==> src/rtl/mult32_seq.sv <==
`default_nettype none
// ============================================================================
// Module      : mult32_seq
// Description : Sequential unsigned WIDTH x WIDTH -> 2*WIDTH shift-and-add
//               multiplier. It has no adder of its own. The external alu32
//               does every partial-sum addition: this block drives the ALU
//               operands and consumes the ALU sum and carry-out.
// Revision    : 1.0 - initial release
// ============================================================================
module mult32_seq #(
    parameter int WIDTH = 32
) (
    input  logic                 clk,
    input  logic                 reset,
    input  logic                 start,
    input  logic [WIDTH-1:0]     multiplicand,
    input  logic [WIDTH-1:0]     multiplier,
    output logic [WIDTH-1:0]     alu_a,
    output logic [WIDTH-1:0]     alu_b,
    output logic [2:0]           alu_op,
    input  logic [WIDTH-1:0]     alu_s,
    input  logic                 alu_cout,
    output logic                 busy,
    output logic                 done,
    output logic [2*WIDTH-1:0]   product
);

    localparam int             CW     = $clog2(WIDTH) + 1;
    localparam logic [CW-1:0]  C_LAST = CW'(WIDTH - 1);
    localparam logic [2:0]     C_ADD  = 3'b000;

    typedef enum logic [1:0] {
        S_IDLE = 2'd0,
        S_CALC = 2'd1,
        S_DONE = 2'd2
    } state_t;

    state_t              r_state;
    logic [WIDTH-1:0]    r_p_hi;
    logic [WIDTH-1:0]    r_p_lo;
    logic [WIDTH-1:0]    r_m;
    logic [CW-1:0]       r_count;
    logic [WIDTH-1:0]    w_next_hi;
    logic [WIDTH-1:0]    w_next_lo;

    // The ALU always computes P_hi + M. The block only adds the multiplicand
    // in when the current multiplier bit is set.
    assign alu_a  = r_p_hi;
    assign alu_b  = r_m;
    assign alu_op = C_ADD;

    // Next value of one shift-add iteration. The ALU carry becomes the new
    // top bit, so no product bit is lost.
    always_comb begin
        w_next_hi = {1'b0, r_p_hi[WIDTH-1:1]};
        w_next_lo = {r_p_hi[0], r_p_lo[WIDTH-1:1]};
        if (r_p_lo[0]) begin
            {w_next_hi, w_next_lo} = {alu_cout, alu_s, r_p_lo[WIDTH-1:1]};
        end
    end

    // Control FSM and datapath registers. busy and done are registered
    // decodes of the state that is being entered.
    always_ff @(posedge clk) begin
        if (reset) begin
            r_state <= S_IDLE;
            r_p_hi  <= '0;
            r_p_lo  <= '0;
            r_m     <= '0;
            r_count <= '0;
            busy    <= 1'b0;
            done    <= 1'b0;
            product <= '0;
        end else begin
            case (r_state)
                S_IDLE: begin
                    done <= 1'b0;
                    if (start) begin
                        r_m     <= multiplicand;
                        r_p_lo  <= multiplier;
                        r_p_hi  <= '0;
                        r_count <= '0;
                        r_state <= S_CALC;
                        busy    <= 1'b1;
                    end
                end
                S_CALC: begin
                    r_p_hi  <= w_next_hi;
                    r_p_lo  <= w_next_lo;
                    r_count <= r_count + CW'(1);
                    if (r_count == C_LAST) begin
                        // Capture the final iteration straight into the
                        // product so that it is valid together with done.
                        product <= {w_next_hi, w_next_lo};
                        r_state <= S_DONE;
                        busy    <= 1'b0;
                        done    <= 1'b1;
                    end
                end
                S_DONE: begin
                    r_state <= S_IDLE;
                    done    <= 1'b0;
                end
                default: begin
                    r_state <= S_IDLE;
                    busy    <= 1'b0;
                    done    <= 1'b0;
                end
            endcase
        end
    end

endmodule
`default_nettype wire

==> config.mk <==
export PLATFORM = sky130hd
export DESIGN_NAME = mult32_seq
export DESIGN_NICKNAME = d
export VERILOG_FILES = /design/src/rtl/mult32_seq.sv
export SDC_FILE = /design/constraint.sdc
export NUM_CORES = 1
export LEC_CHECK = 0
export ABC_AREA = 1
export CAP_MARGIN = 40
export CORE_MARGIN = 4
export CORE_UTILIZATION = 47
export CTS_CLUSTER_SIZE = 28
export DETAILED_ROUTE_END_ITERATION = 10
export GPL_TIMING_DRIVEN = 0
export PLACE_DENSITY = 0.84
export RECOVER_POWER = 25
export SYNTH_ARGS = -nofsm -noshare
export SYNTH_HDL_FRONTEND = slang
export SYNTH_SLANG_ARGS = --single-unit
==> constraint.sdc <==
create_clock -name clk -period 1.9 [get_ports clk]
set_input_delay 0.38 -clock clk [delete_from_list [all_inputs] [get_ports clk]]
set_output_delay 0.38 -clock clk [all_outputs]
set_load 0.1 [all_outputs]
==> run summary <==
Setup Skew - 0.00769 ns
yosys synthesis warning count - 0
worst hold start - r_p_lo[23]
crit path kind - reg2out
Initial Util - 47.9%
CTS tree - built
clock slew at reported path FFs - 0.06 ns
uppermost layer routed - met4
final number of setup-violating endpoints - 4
Fmax - 518 MHz
Ports - 233
P&R area growth vs syn - 54.4%
Worst R2R End - product[8]
Site Rows - 45
ANT nets after route - 0
Cells after DPL - 1579
MaxCap Viol Count - 0
worst-margin pin slew - 0.784 ns
Seq/Total Area, Yosys - 46.8%
core box area - 15200 um2
final-report max-slew violation count - 0
status - complete, but fails checks
post-layout min period - 1.93 ns
maximum VDD drop - 0.729 mV
CTS buffer count - 17
Final Hold Violating Endpoints - 0
Die Area - 17500 um2
post_cts resized - 53
Slew headroom - 47.7%
root buffer cell - clkbuf_16
largest net degree at the start of global routing - 17
RePlAce Congestion - 0.918
Netlist cell types - 30
WL/cell - 20.5 um
DRT iter0 DRCs - 914
Crit. End Element - primary output
Worst Hold Path EP - product[22]
chip height - 132 um
drt first pass iters - 8
Bufs on Longest Clock Path - 2
nets@finish - 1417
static leakage - 0.00542 uW
antenna violations before repair - 1
CP Data Arrival Time - 1.55 ns
die width - 132 um
Setup Buffers After CTS - 0
H-tree depth - 4
slack of the worst reg-to-reg path - 0.07 ns
worst hold stages - 2
ratio of final minimum period to clock period - 102%
count of clock tree sinks - 170
DRC - 0
Reg-to-Reg Start - r_count[0]
Post-Syn Instances - 1030
setup ws final - -0.0316 ns
Final Util - 74.0%
via count - 8489
CP required - 1.52 ns
metal3 WL - 2220 um
met2 routed WL - 15900 um
layout cells sized above 1 - 20.0%
Clock Latency Late Sink - 0.43 ns
commonest non-fill, non-tap cells in the layout - nand2_1, dfxtp_1, nor2_1, clkdlybuf4s50_1, nand3_1
final non-filler cell total - 1516
number of global-route vias before repair - 8856
peak fanout along the critical path - 2
Tot GR Track Use - 34.4%
hold buffer count at cts - 0
CP startpoint kind - register
FF+latch count, synth - 170
WL final - 31100 um
post-DR vias/cell - 5.60
failing checks - setup timing
wl on met1 - 11000 um
cells on worst reg2reg path - 7
port bufs - 229
Power Dens Cells - 843 nW/um2
Synth Area per Inst - 7.07 um2
global-route wire length before repair - 48000 um
worst hold-check path type - reg2reg
total congestion overflow - 0
DP Wirelength - 22200 um
cell area after synthesis - 7280 um2
commonest non-fill, non-tap cell in the layout - nand2_1
-- registers in the layout, summed over array words and instances, names as in the netlist --
signal,flops
product,64
r_state,2
busy,1
alu_b,32
r_p_lo,32
alu_a,32
done,1
r_count,6
-- logic make-up after synthesis --
family                     after synthesis  share of synthesized area (%)
AOI/OAI and AO/OA                       83                           6.98
adders and majority gates                1                          0.172
buffers and inverters                  177                           10.5
DFF                                    170                           46.8
other                                    1                         0.0515
and+or+nand+nor                        598                           35.5
-- area by class of cell --
| class | instances | area (um2) |
|---|---|---|
| antenna | 1 | 2.50 |
| buffer | 65 | 348 |
| clock buffer | 22 | 474 |
| clock inverter | 8 | 143 |
| fill | 977 | 3960 |
| inverter | 112 | 420 |
| multi-input combinational | 685 | 3120 |
| sequential | 170 | 3410 |
| tap | 188 | 235 |
| timing repair buffer | 265 | 3090 |
-- metrics by stage --
stage / area [um2] / total power [uW] / hold WS (ns) / setup slack [ns] / TNS, ns
floorplan: 7290 / 5040 / 0.434 / 0.346 / 0
global placement: 9810 / 5580 / 0.447 / -0.229 / -9.70
detailed placement: 12200 / 5980 / 0.450 / -0.305 / -15.13
CTS: 12300 / 9620 / 0.467 / 0.000562 / 0
global route: 11200 / 9720 / 0.482 / -0.0703 / -0.253
finish: 11200 / 9480 / 0.462 / -0.0316 / -0.0882
-- critical path, cell delays in order (launching register included) --
cell and delay [ns]:
dfxtp_1 0.35, clkdlybuf4s50_1 0.57, buf_12 0.20
-- cells in the mapped netlist (all sizes together) --
cell | number | area, um2
conb | 1 | 3.75
inv | 112 | 420
o31ai | 8 | 90.1
ha | 1 | 12.5
dfxtp | 170 | 3400
nand4 | 1 | 6.26
a21oi | 19 | 125
nor2 | 151 | 596
o21ai | 46 | 230
nand3 | 121 | 673
nand2 | 294 | 1120
or2 | 31 | 194
clkbuf | 19 | 71.3
buf | 46 | 275
o22ai | 10 | 62.6
-- report_power, final --
| part | total, uW | internal (uW) | switching (uW) | leakage, uW |
|---|---|---|---|---|
| logic | 1880 | 605 | 1280 | 0.00373 |
| clock network | 3740 | 2290 | 1450 | 0.000302 |
| registers | 3860 | 3720 | 142 | 0.00139 |
| total | 9480 | 6610 | 2870 | 0.00542 |
-- per-layer routing --
| layer | vias up | GRT usage [%] |
|---|---|---|
| met2 | 539 | 62.5 |
| met4 | 0 | 19.2 |
| met5 | - | 0 |
| met3 | 166 | 7.83 |
| met1 | 4027 | 36.6 |
| li1 | 3757 | - |
-- how the worst max path moves through the flow --
stage	end	from
floorplan	alu_a[19]	alu_a[20]
global placement	alu_b[1]	reset
detailed placement	alu_b[6]	reset
CTS	product[13]	product[13]
global route	product[10]	product[10]
finish	alu_b[5]	alu_b[5]
No activity file was read; power rests on OpenSTA's default activity.
